[src/rtl/multicycle_ctrl_fsm.sv]
// Multi-cycle main control unit for the 16-bit CPU.
// Sequences FETCH/DECODE/EXECUTE/MEM/WRITEBACK from the IR fields and drives
// the datapath enables, the memory request handshake and the ALUop input of
// ALUctrl. It also counts retired instructions and raises sticky flags for
// illegal encodings and memory timeouts.
//
// Ports:
//   clk, rst_n       clock, synchronous active-low reset
//   OPCode           IR[15:12]
//   OPCodeExtension  IR[7:4]
//   cond_true        branch condition, sampled in DECODE
//   mem_ready        memory access completes this cycle
//   ALUop, ALUsrcB   ALU class (00 RTYP, 01 ITYP, 10 SHFT) and immediate select
//   ir_write, pc_write, pc_src  IR/PC load controls (pc_src 00 PC+1, 01 disp, 10 Rsrc)
//   mem_read, mem_write, addr_sel  memory request and address select (1 = Rsrc)
//   reg_write, mem_to_reg, flag_write  write-back controls
//   illegal, fault   sticky error flags
//   retired          retired-instruction count (wraps)
module multicycle_ctrl_fsm #(
  parameter int unsigned CNT_W    = 16,
  parameter int unsigned MAX_WAIT = 15
) (
  input  logic             clk,
  input  logic             rst_n,
  input  logic [3:0]       OPCode,
  input  logic [3:0]       OPCodeExtension,
  input  logic             cond_true,
  input  logic             mem_ready,
  output logic [1:0]       ALUop,
  output logic             ALUsrcB,
  output logic             ir_write,
  output logic             pc_write,
  output logic [1:0]       pc_src,
  output logic             mem_read,
  output logic             mem_write,
  output logic             addr_sel,
  output logic             reg_write,
  output logic             mem_to_reg,
  output logic             flag_write,
  output logic             illegal,
  output logic             fault,
  output logic [CNT_W-1:0] retired
);

  typedef enum logic [3:0] {
    S_RST, S_FETCH, S_DECODE, S_EXEC, S_WB, S_MRD, S_LWB, S_MWR, S_BR, S_HALT
  } state_t;

  typedef enum logic [3:0] {
    C_RTYP, C_ITYP, C_SHFT, C_LOAD, C_STOR, C_JCOND, C_BCOND, C_HALT, C_ILL
  } cls_t;

  localparam logic [7:0] MAX_WAIT_C = 8'(MAX_WAIT);

  state_t           state_q, state_d;
  logic [7:0]       wait_q, wait_d;
  logic [CNT_W-1:0] retired_q, retired_d;
  logic             illegal_q, illegal_d;
  logic             fault_q, fault_d;
  logic             cond_q, cond_d;

  cls_t       cls;
  logic       is_cmp;
  logic [1:0] alu_op;
  logic       retire;
  logic       mem_wait;

  // Instruction class from the IR fields; the IR is stable for the whole
  // instruction after FETCH, so this decode is valid in every later state.
  always_comb begin
    cls = C_ILL;
    unique case (OPCode)
      4'b0000: cls = C_RTYP;
      4'b1000: cls = C_SHFT;
      4'b0001, 4'b0010, 4'b0011, 4'b0101, 4'b0110,
      4'b0111, 4'b1001, 4'b1010, 4'b1011: cls = C_ITYP;
      4'b0100: begin
        unique case (OPCodeExtension)
          4'b0000: cls = C_LOAD;
          4'b0100: cls = C_STOR;
          4'b1100: cls = C_JCOND;
          default: cls = C_ILL;
        endcase
      end
      4'b1100: cls = C_BCOND;
      4'b1111: cls = (OPCodeExtension == 4'b1111) ? C_HALT : C_ILL;
      default: cls = C_ILL;
    endcase
    is_cmp = ((cls == C_RTYP) && (OPCodeExtension == 4'b1011)) ||
             ((cls == C_ITYP) && (OPCode == 4'b1011));
    unique case (cls)
      C_ITYP:  alu_op = 2'b01;
      C_SHFT:  alu_op = 2'b10;
      default: alu_op = 2'b00;
    endcase
  end

  always_comb begin
    state_d    = state_q;
    wait_d     = '0;
    retired_d  = retired_q;
    illegal_d  = illegal_q;
    fault_d    = fault_q;
    cond_d     = cond_q;
    retire     = 1'b0;
    mem_wait   = 1'b0;
    ALUop      = '0;
    ALUsrcB    = 1'b0;
    ir_write   = 1'b0;
    pc_write   = 1'b0;
    pc_src     = '0;
    mem_read   = 1'b0;
    mem_write  = 1'b0;
    addr_sel   = 1'b0;
    reg_write  = 1'b0;
    mem_to_reg = 1'b0;
    flag_write = 1'b0;

    unique case (state_q)
      S_RST: state_d = S_FETCH;
      S_FETCH: begin
        mem_read = 1'b1;
        if (mem_ready) begin
          ir_write = 1'b1;
          pc_write = 1'b1;
          state_d  = S_DECODE;
        end else begin
          mem_wait = 1'b1;
        end
      end
      S_DECODE: begin
        cond_d = cond_true;
        unique case (cls)
          C_RTYP, C_ITYP, C_SHFT: state_d = S_EXEC;
          C_LOAD:                 state_d = S_MRD;
          C_STOR:                 state_d = S_MWR;
          C_JCOND, C_BCOND:       state_d = S_BR;
          C_HALT:                 state_d = S_HALT;
          default: begin
            // Undecodable: flag it and retire as a NOP.
            illegal_d = 1'b1;
            retire    = 1'b1;
            state_d   = S_FETCH;
          end
        endcase
      end
      S_EXEC: begin
        ALUop   = alu_op;
        ALUsrcB = (cls == C_ITYP);
        state_d = S_WB;
      end
      S_WB: begin
        ALUop      = alu_op;
        ALUsrcB    = (cls == C_ITYP);
        flag_write = 1'b1;
        reg_write  = !is_cmp;
        retire     = 1'b1;
        state_d    = S_FETCH;
      end
      S_MRD: begin
        mem_read = 1'b1;
        addr_sel = 1'b1;
        if (mem_ready) state_d = S_LWB;
        else           mem_wait = 1'b1;
      end
      S_LWB: begin
        reg_write  = 1'b1;
        mem_to_reg = 1'b1;
        retire     = 1'b1;
        state_d    = S_FETCH;
      end
      S_MWR: begin
        mem_write = 1'b1;
        addr_sel  = 1'b1;
        if (mem_ready) begin
          retire  = 1'b1;
          state_d = S_FETCH;
        end else begin
          mem_wait = 1'b1;
        end
      end
      S_BR: begin
        pc_write = cond_q;
        pc_src   = (cls == C_BCOND) ? 2'b01 : 2'b10;
        retire   = 1'b1;
        state_d  = S_FETCH;
      end
      S_HALT: state_d = S_HALT;
      default: state_d = S_RST;
    endcase

    // wait_q is zero whenever a memory state is entered because every other
    // state (and every completed access) leaves it at its default of 0.
    // Up to MAX_WAIT stall cycles are tolerated; a further stall is a fault.
    if (mem_wait) begin
      if (wait_q == MAX_WAIT_C) begin
        fault_d = 1'b1;
        state_d = S_HALT;
      end else begin
        wait_d = wait_q + 8'd1;
      end
    end

    if (retire) retired_d = retired_q + CNT_W'(1);
  end

  always_ff @(posedge clk) begin
    if (!rst_n) begin
      state_q   <= S_RST;
      wait_q    <= '0;
      retired_q <= '0;
      illegal_q <= 1'b0;
      fault_q   <= 1'b0;
      cond_q    <= 1'b0;
    end else begin
      state_q   <= state_d;
      wait_q    <= wait_d;
      retired_q <= retired_d;
      illegal_q <= illegal_d;
      fault_q   <= fault_d;
      cond_q    <= cond_d;
    end
  end

  assign illegal = illegal_q;
  assign fault   = fault_q;
  assign retired = retired_q;

endmodule

[config.mk]
export PLATFORM = sky130hd
export DESIGN_NAME = multicycle_ctrl_fsm
export DESIGN_NICKNAME = d
export VERILOG_FILES = /design/src/rtl/multicycle_ctrl_fsm.sv
export SDC_FILE = /design/constraint.sdc
export NUM_CORES = 1
export LEC_CHECK = 0
export BUFFER_PORTS_ARGS = -buffer_cell sky130_fd_sc_hd__buf_2
export CORE_MARGIN = 2
export CORE_UTILIZATION = 54
export CTS_CLUSTER_DIAMETER = 40
export CTS_CLUSTER_SIZE = 10
export DETAILED_ROUTE_END_ITERATION = 16
export PLACE_DENSITY = 0.75
export SLEW_MARGIN = 20
export SYNTH_ARGS = -nofsm -noshare
export SYNTH_HDL_FRONTEND = slang
export SYNTH_SLANG_ARGS = --single-unit
[constraint.sdc]
create_clock -name clk -period 2.5 [get_ports clk]
set_clock_uncertainty 0.15 [all_clocks]
set_input_delay 0.125 -clock clk [delete_from_list [all_inputs] [get_ports clk]]
set_output_delay 0.125 -clock clk [all_outputs]
set_load 0.01 [all_outputs]
# --- Word level (Yosys, flattened, before mapping) ---
# Index checks and enable logic that the tools add are counted.
totals:
  in_bits: 12
  out_inout_bits: 31
  ff_bits: 31
  word_cells: 94
classes:
  n_reduce_logical: 21
  n_eq_ne: 34
  n_mux: 28
  bitwise: 3
  addsub: 2
ops:
  columns: ["operator", "count"]
  rows:
  - ["4-bit by 3-bit equality test with 1-bit output, second input constant", 13]
  - ["4-bit equality test, second input constant", 11]
  - ["4-bit one-hot mux with 7 select lines", 1]
  - ["4-bit by 2-bit equality test with 1-bit output, second input constant", 6]
  - ["4-bit 2-to-1 mux", 6]
  - ["4-bit one-hot mux with 6 select lines", 1]
  - ["4-bit one-hot mux with 5 select lines", 1]
  - ["16-bit by 1-bit adder with 16-bit output, second input constant", 1]
  - ["4-bit zero test", 4]
  - ["4-bit by 1-bit equality test with 1-bit output, second input constant", 3]
  - ["4-bit one-hot mux with 3 select lines", 1]
  - ["3-bit OR reduction", 4]
  - ["1-bit 2-to-1 mux", 11]
  - ["9-bit OR reduction", 1]
  - ["8-bit by 1-bit adder with 8-bit output, second input constant", 1]
  - ["8-bit by 4-bit equality test with 1-bit output, second input constant", 1]
  - ["2-bit OR reduction", 4]
  - ["8-bit OR reduction", 1]
  - ["2-bit 2-to-1 mux", 3]
  - ["1-bit one-hot mux with 2 select lines", 2]
  - ["2-bit one-hot mux with 2 select lines", 1]
  - ["2-bit AND reduction", 2]
  - ["4-bit OR reduction", 1]
  - ["1-bit inverter", 3]
  - ["other kinds (4)", 5]

# --- Depth between registers and ports, before layout ---
# Gate-level depths: netlist of the first run.
depth:
  ltp_word: 9
  ltp_mapped: 7

# --- Worst setup path before layout of the first run ---
# Ideal clock, no wire load.
synth_path:
  kind: "register -> register"
  startpoint: "register state_q[2]"
  endpoint: "register retired_q[4] (netlist: retired[4])"
  path_slack_ps: 677
  setup_time_ps: 127
  t_arrival_ps: 1546
  path_stages_with_launch: 7
  cell_sequence: "dfxtp_1 > buf_2 > or3b_2 > and3_4 > nand3_2 > nor2_1 > or3_1"
synth_via:
  elab_chain_cells: 3
  word_cells_on_any_way: 7
  classes_between: "5 x eq/ne; 1 x mux; 1 x reduce/logical"
synth_lines:
  columns: ["item", "line", "text"]
  rows:
  - ["start: declaration", "55", "state_t state_q, state_d;"]
  - ["start signal: assignment", "216", "state_q <= state_d;"]
  - ["4-bit equality test or 4-bit by 3-bit equality test with 1-bit output (tied branches)", "119", "unique case (state_q)"]
  - ["3-bit OR reduction (no line)", null, null]
  - ["1-bit one-hot mux with 3 select lines *", "119", null]
  - ["end signal: assignment", "218", "retired_q <= retired_d;"]
  - ["end: declaration", "57", "logic [CNT_W-1:0] retired_q, retired_d;"]
# Every way passes the cells marked *; elsewhere a longest branch is shown, timed or not.
# A chain may end at the register's enable or synchronous reset.

# --- Worst setup path in the final report of the first run ---
layout_path:
  startpoint: "register state_q[1]"
  endpoint: "register retired_q[13] (netlist: retired[13])"
# Same word-level chain as after synthesis.

==> metrics.cfg, run 1 <==
[global_route]
globalRouteMet1Util = 0.315
grt_use_total = 0.239
grt_pass1_wl_um = 7990
grt_pass1_vias = 1782
antenna_found_initial = 0
use_met2 = 0.389
grt_max_degree = 26
globalRouteMet3Util = 0.0411
grt_overflow = 0
top_usage_layer = met2

[cells_and_area]
syn_to_final_growth_pct = 14.9
fillers = 334
layout-drive-gt1-share = 0.214
final_common_cell = buf_2
nNetsFinal = 317
diodes = 0
final_cell_mix = buf_2 (42), nand2_1 (37), nor2_1 (32)
post-route-cell-area_um2 = 2320

[synthesis]
synth-async-reset-ratio = 0
syn-cell-area_um2 = 2020
synth_top_cell_area_share = 0.307
ys_types = 58
synthesis.nets = 282
synth-seq-area-share = 0.307
postSynthCellCount = 268
ys_warn_count = 0
synth_ff_type = dfxtp_1
ys_ff_latch = 31
yosysTopAreaCell = dfxtp_1
avgSynthCellArea_um2 = 7.55
synth_edf_count = 0
synthTopCellsByArea = dfxtp_1 (31%), nand2_1 (6.9%), nor2_1 (5.9%), nand3_1 (3.5%), nand4_1 (3.4%)

[clocking]
cts.htree.levels = 2
clk_pin_slew_worst_paths_ns = 0.07
cts.sinks = 31
worstSkewPairLatency_ns = 0.29
post_cts_buffers = 0
cts_buffer_depth = 2
cts_tree = yes
numCtsBuffers = 5
clock-root-buffer = clkbuf_8

[timing]
fmax_mhz = 478
drv_slew = 0
setup_tns_ns = 0
rsz0062_at_grt = no
slew_headroom = 0.622
finalSetupViolations = 0
min_period_ns = 2.09
post-route-period-util = 0.837
worst_slew_pin_slew_ns = 0.564
hold_viol = 0

[floorplan]
die_h_um = 65.2
ioPinCount = 43
start_util = 0.557
row_count = 22
die-area_um2 = 4250
chipWidth_um = 65.2
coreArea_um2 = 3630

[run_status]
outcome = finished, final reports clean

[setup_path]
end_kind = flop
cp.required_ns = 2.54
critPathLaunchType = flop
crit_buf_inv = 1
critPathKind = flop to flop
cp_max_fo = 17
crit_chain = nor4b_4 -> nand2_1 -> a21oi_2 -> buf_4 -> o2111ai_1 -> o311ai_1
slowest_stage = dfxtp_1
cp.arrival_ns = 2.14
crit_family = simple AND/OR/NAND/NOR gates
crit_path_max_incr_delay_ns = 0.53

[placed_design]
dpl_cell_area_um2 = 2230
port_buffers = 42
gp_routability_congestion = 0.829
dp_hpwl_um = 3430

[drt]
first_pass_iters = 5
avgRoutedWirePerCell_um = 13.5
antenna_left = 0
route.detailed.drc = 0
first_iter_violations = 142
wirelength_um = 4770
vias_per_cell = 5.94
vias = 2091

[pwr]
powerDensity_nw_per_um2 = 464
peakVddDrop_mv = 0.300
power_leakage_uw = 0.000928

[worst_hold_path]
hold_path.class = input port to flop

[job]
cap_violations = 0

-- cell usage after synthesis, types with 2 or more instances --
library cell,count
xor2_1,2
nor3b_1,3
dfxtp_1,31
xnor2_1,5
nand4_1,11
nand2_1,37
and4b_1,2
buf_4,2
nand4b_1,2
a31oi_1,6
clkbuf_1,7
a21oi_1,13
a21o_1,3
o311ai_0,2
or2_1,2
nor4_1,4
nor3_1,10
buf_2,8
or4_1,2
nor2b_1,3
o311ai_1,5
nand3_1,14
nor4b_1,2
nor2_1,32
nand2b_1,3
and3_1,6
o21ai_0,4
o21ai_1,2
inv_1,7
ha_1,2
o2111ai_1,4
o211ai_1,6
-- final cells by class --
cell class	count	area, um^2	share of cell area
repair buffers	47	250	0.108
flip-flops and latches	31	621	0.267
clock inverters	3	20.0	0.00861
clock buffers	5	68.8	0.0296
well taps	48	60.1	0.0258
multi-input cells	211	1280	0.550
inverters	7	26.3	0.0113
-- worst min-delay path, stage by stage --
cell and delay [ns]:
buf_2 0.08, inv_1 0.13, nor2_1 0.13
-- timing repair --
action,4_1_cts,5_1_grt
hold endpoints to repair,1,0
hold buffers,1,0
gates resized for setup,0,0
-- final timing paths --
path	from	to	slack, ns	cells after the start
setup / recovery	state_q[1]$_SDFF_PN0_	retired[13]$_SDFFE_PN0P_	0.41	6
hold / removal	rst_n	cond_q$_SDFFE_PN0P_	0.06	3
setup reg to reg	state_q[1]$_SDFF_PN0_	retired[13]$_SDFFE_PN0P_	0.41	6
hold reg to reg	wait_q[0]$_SDFF_PP0_	wait_q[0]$_SDFF_PP0_	0.29	1
-- report_power, final --
part / total, uW / internal, uW / switching [uW]
clock network: 394 / 193 / 201
logic: 140 / 56.0 / 84.3
registers: 543 / 511 / 32.4
-- routing by layer --
layer	share of wire	routed length (um)
met4	0.011	52
met3	0.051	244
met5	0	0
met2	0.48	2280
met1	0.46	2190
-- registers in the layout (all words and copies together) (netlist names) --
register / cells
fault: 1
state_q: 4
cond_q: 1
retired: 16
illegal: 1
wait_q: 8
-- cells by family after synthesis --
kind of cell               synth area share
AOI/OAI and AO/OA                     0.189
xor gates and xnor gates             0.0303
adders and majority gates            0.0124
buffers and inverters                0.0612
DFF                                   0.307
muxes                                0.0124
and+or+nand+nor                       0.388
-- per-stage QoR --
| stage | hold slack [ns] | setup slack, ns | std cells | util | total power (uW) |
|---|---|---|---|---|---|
| 2_1_floorplan | 0.122 | 0.677 | 268 | - | 641 |
| 3_3_place_gp | 0.242 | 0.508 | 343 | 0.613 | 691 |
| 3_5_place_dp | 0.227 | 0.407 | 343 | 0.613 | 693 |
| 4_1_cts | 0.0607 | 0.411 | 352 | 0.640 | 1080 |
| 5_1_grt | 0.0837 | 0.187 | 352 | 0.640 | 1120 |
| 6_report | 0.0592 | 0.408 | 352 | 0.640 | 1080 |
Power figures use the tool's default switching activity.
==> run 2, diff against run 1 <==
--- a/config.mk
+++ b/config.mk
@@ -5,13 +5,14 @@
 export SDC_FILE = /design/constraint.sdc
 export NUM_CORES = 1
 export LEC_CHECK = 0
+export ABC_AREA = 1
 export BUFFER_PORTS_ARGS = -buffer_cell sky130_fd_sc_hd__buf_2
 export CORE_MARGIN = 2
-export CORE_UTILIZATION = 54
+export CORE_UTILIZATION = 49
 export CTS_CLUSTER_DIAMETER = 40
 export CTS_CLUSTER_SIZE = 10
 export DETAILED_ROUTE_END_ITERATION = 16
-export PLACE_DENSITY = 0.75
+export PLACE_DENSITY = 0.72
 export SLEW_MARGIN = 20
 export SYNTH_ARGS = -nofsm -noshare
 export SYNTH_HDL_FRONTEND = slang
==> constraint.sdc (replaced) <==
create_clock -name clk -period 1.8 [get_ports clk]
set_clock_uncertainty 0.15 [all_clocks]
set_input_delay 0.09 -clock clk [delete_from_list [all_inputs] [get_ports clk]]
set_output_delay 0.09 -clock clk [all_outputs]
set_load 0.01 [all_outputs]
==> metrics.cfg, run 2 <==
[run_status]
outcome = finished, final reports clean  ; unchanged

[clocking]
worstSkewPairLatency_ns = 0.29  ; about the same
cts_tree = yes  ; unchanged
cts_buffer_depth = 2  ; unchanged
clk_pin_slew_worst_paths_ns = 0.06  ; was 0.07 ns
numCtsBuffers = 5  ; unchanged
post_cts_buffers = 0  ; unchanged
cts.sinks = 31  ; unchanged
clock-root-buffer = clkbuf_8  ; unchanged
cts.htree.levels = 2  ; unchanged

[synthesis]
ys_warn_count = 0  ; unchanged
synth_common_cells = nand2_1 (71), nor2_1 (43), nand3_1 (33), dfxtp_1 (31), inv_1 (29)  ; was nand2_1 (37), nor2_1 (32), dfxtp_1 (31), nand3_1 (14), a21oi_1 (13)
synth-simple-area-share = 0.408  ; was 0.388
synth_edf_count = 0  ; unchanged
synth_top_family_by_area = simple AND/OR/NAND/NOR gates  ; unchanged
synthTopCellsByArea = dfxtp_1 (32%), nand2_1 (14%), nand3_1 (8.6%), nor2_1 (8.4%), a21oi_1 (6.5%)  ; was dfxtp_1 (31%), nand2_1 (6.9%), nor2_1 (5.9%), nand3_1 (3.5%), nand4_1 (3.4%)
synth_most_common_cell = nand2_1  ; unchanged
synth-seq-area-share = 0.324  ; was 0.307
synth-async-reset-ratio = 0  ; unchanged
ys_types = 30  ; was 58
synth_compound_area_frac = 0.0941  ; was 0.189
postSynthCellCount = 294  ; was 268
synth.area.mux_share = 0  ; was 0.0124
syn-cell-area_um2 = 1910  ; was 2020 um^2
synth_ff_type = dfxtp_1  ; unchanged
yosysTopAreaCell = dfxtp_1  ; unchanged
synth_adder_area_share = 0.0131  ; was 0.0124
synth_xor_area_frac = 0.0778  ; was 0.0303
synthesis.nets = 308  ; was 282
avgSynthCellArea_um2 = 6.51  ; was 7.55 um^2
synth_top_cell_area_share = 0.324  ; was 0.307
ys_ff_latch = 31  ; unchanged

[pwr]
power_leakage_uw = 0.00103  ; was 0.000928 uW
powerDensity_nw_per_um2 = 604  ; was 464 nW/um^2
total_power_uw = 1400  ; was 1080 uW
peakVddDrop_mv = 0.471  ; was 0.300 mV

[drt]
antenna_left = 0  ; unchanged
route.detailed.drc = 0  ; unchanged
wl_met2_um = 1900  ; was 2280 um
wirelength_um = 4410  ; was 4770 um
vias_per_cell = 4.89  ; was 5.94
highest_layer = met4  ; unchanged
first_pass_iters = 4  ; was 5
wl_met3_um = 159  ; was 244 um
first_iter_violations = 143  ; was 142
vias = 1936  ; was 2091
wl_met1_um = 2270  ; was 2190 um
avgRoutedWirePerCell_um = 11.1  ; was 13.5 um

[timing]
drv_slew = 0  ; unchanged
worst_slew_pin_slew_ns = 0.354  ; was 0.564 ns
fmax_mhz = 592
min_period_ns = 1.69
hold_viol = 0  ; unchanged
timing.final.ws_setup_ns = 0.110  ; was 0.408 ns
post-route-period-util = 0.939
slew_headroom = 0.762  ; was 0.622
finalSetupViolations = 0  ; unchanged

[setup_path]
crit_buf_inv = 2  ; was 1
critPathLaunchType = flop  ; unchanged
critPathKind = flop to output port  ; was flop to flop
cp_common_cell = nor2_2
cp_max_fo = 5  ; was 17
cp.required_ns = 1.56  ; was 2.54 ns
crit_chain = inv_2 -> nor2_2 -> nand2_2 -> nor2_2 -> nor2_1 -> nor4_1 -> buf_2  ; was nor4b_4 -> nand2_1 -> a21oi_2 -> buf_4 -> o2111ai_1 -> o311ai_1
slowest_stage = dfxtp_4  ; was dfxtp_1
crit_family = simple AND/OR/NAND/NOR gates  ; unchanged
cp.arrival_ns = 1.45  ; was 2.14 ns
end_kind = output port  ; was flop
crit_path_max_incr_delay_ns = 0.37  ; was 0.53 ns

[global_route]
grt_max_degree = 18  ; was 26
antenna_found_initial = 0  ; unchanged
grt_use_total = 0.211  ; was 0.239
grt_pass1_vias = 1682  ; was 1782
grt_overflow = 0  ; unchanged
grt_pass1_wl_um = 7190  ; was 7990 um

[floorplan]
die_h_um = 66.5  ; was 65.2 um
chipWidth_um = 66.5  ; was 65.2 um
coreArea_um2 = 3720  ; was 3630 um^2
row_count = 22  ; unchanged
die-area_um2 = 4420  ; was 4250 um^2
ioPinCount = 43  ; unchanged
start_util = 0.515  ; was 0.557

[cells_and_area]
diodes = 0  ; unchanged
multi_input_area_um2 = 1150  ; was 1280 um^2
fillers = 357  ; was 334
layout-drive-gt1-share = 0.221  ; was 0.214
area.sequential_um2 = 628  ; was 621 um^2
nNetsFinal = 361  ; was 317
largest_reg_flops = 16  ; unchanged
final_common_cell = nand2_1  ; was buf_2
final_cell_mix = nand2_1 (70), buf_2 (42), nor2_1 (41)  ; was buf_2 (42), nand2_1 (37), nor2_1 (32)
syn_to_final_growth_pct = 21.4  ; was 14.9%

[placed_design]
dp_hpwl_um = 3250  ; was 3430 um
port_buffers = 42  ; unchanged
gp_routability_congestion = 0.863  ; was 0.829
pre_cts_slack_ns = 0.0837  ; was 0.407 ns

[job]
cap_violations = 0  ; unchanged

[worst_hold_path]
hold_path.class = input port to flop  ; unchanged

-- run 2: changes by cell type after synthesis, sizes merged, moves of 12 or more --
cell	previous run	this run
nand2	37	74
xor2	2	14
nand3	15	33
inv	7	31
nor2	32	44
a21oi	14	26
-- run 2: layout make-up --
class | instances | area share
multi-input cells | 226 | 0.494
clock inverters | 2 | 0.00539
inverters | 32 | 0.0517
clock buffers | 6 | 0.0312
flip-flops and latches | 31 | 0.270
well taps | 48 | 0.0258
repair buffers | 51 | 0.122
-- run 2: what timing repair did --
item                       4_1_cts  5_1_grt
gates resized for setup          1       10
hold buffers                     2        0
hold endpoints to repair         4        0
gates cloned                     0        0
setup endpoints to repair        1       18
-- run 2: cell families (layout without fill, tap and decap cells) --
group	Yosys count	after routing
simple gates	174	174
buf+inv	37	91
compound gates	33	33
flops	31	31
xor+xnor	17	17
fa+ha+maj	2	2
-- run 2: stage by stage --
stage / hold slack [ns] / utilization / std cells / area, um^2 / TNS (ns)
after floorplan: 0.0509 / - / 294 / 1910 / 0
after global placement: 0.187 / 0.592 / 386 / 2200 / 0
after detailed placement: 0.191 / 0.592 / 386 / 2200 / 0
after CTS: 0.0636 / 0.620 / 396 / 2300 / 0
after global routing: 0.101 / 0.625 / 396 / 2320 / -0.0166
final: 0.0616 / 0.625 / 396 / 2320 / 0
-- run 2: worst register-to-register path, delay by kind of cell, from the launching register on --
family	cells	cell delay, ns
flops	1	0.40
simple gates	3	0.38
buf+inv	2	0.34
compound gates	2	0.32
-- run 2: worst paths after layout --
path                              start                      end  cells after the start  slack, ns
setup / recovery  state_q[2]$_SDFF_PN0_                 ALUop[1]                      7       0.11
hold / removal                mem_ready    state_q[1]$_SDFF_PN0_                      5       0.06
setup reg to reg  state_q[0]$_SDFF_PN0_  retired[7]$_SDFFE_PN0P_                      7       0.15
hold reg to reg      fault$_SDFFE_PN0P_       fault$_SDFFE_PN0P_                      2       0.30
-- run 2: per-layer routing --
| layer | vias to the layer above | track usage |
|---|---|---|
| met4 | 0 | 0.0765 |
| met1 | 835 | 0.301 |
| met2 | 37 | 0.313 |
| met5 | - | 0 |
| li1 | 1054 | - |
| met3 | 10 | 0.0456 |
-- run 2: power breakdown --
group          internal, uW  total (uW)  leakage, uW  switching, uW
logic                  56.2         162     0.000736            106
registers               695         706     0.000252           11.3
clock network           270         534    0.0000412            265
total                  1020        1400      0.00103            382
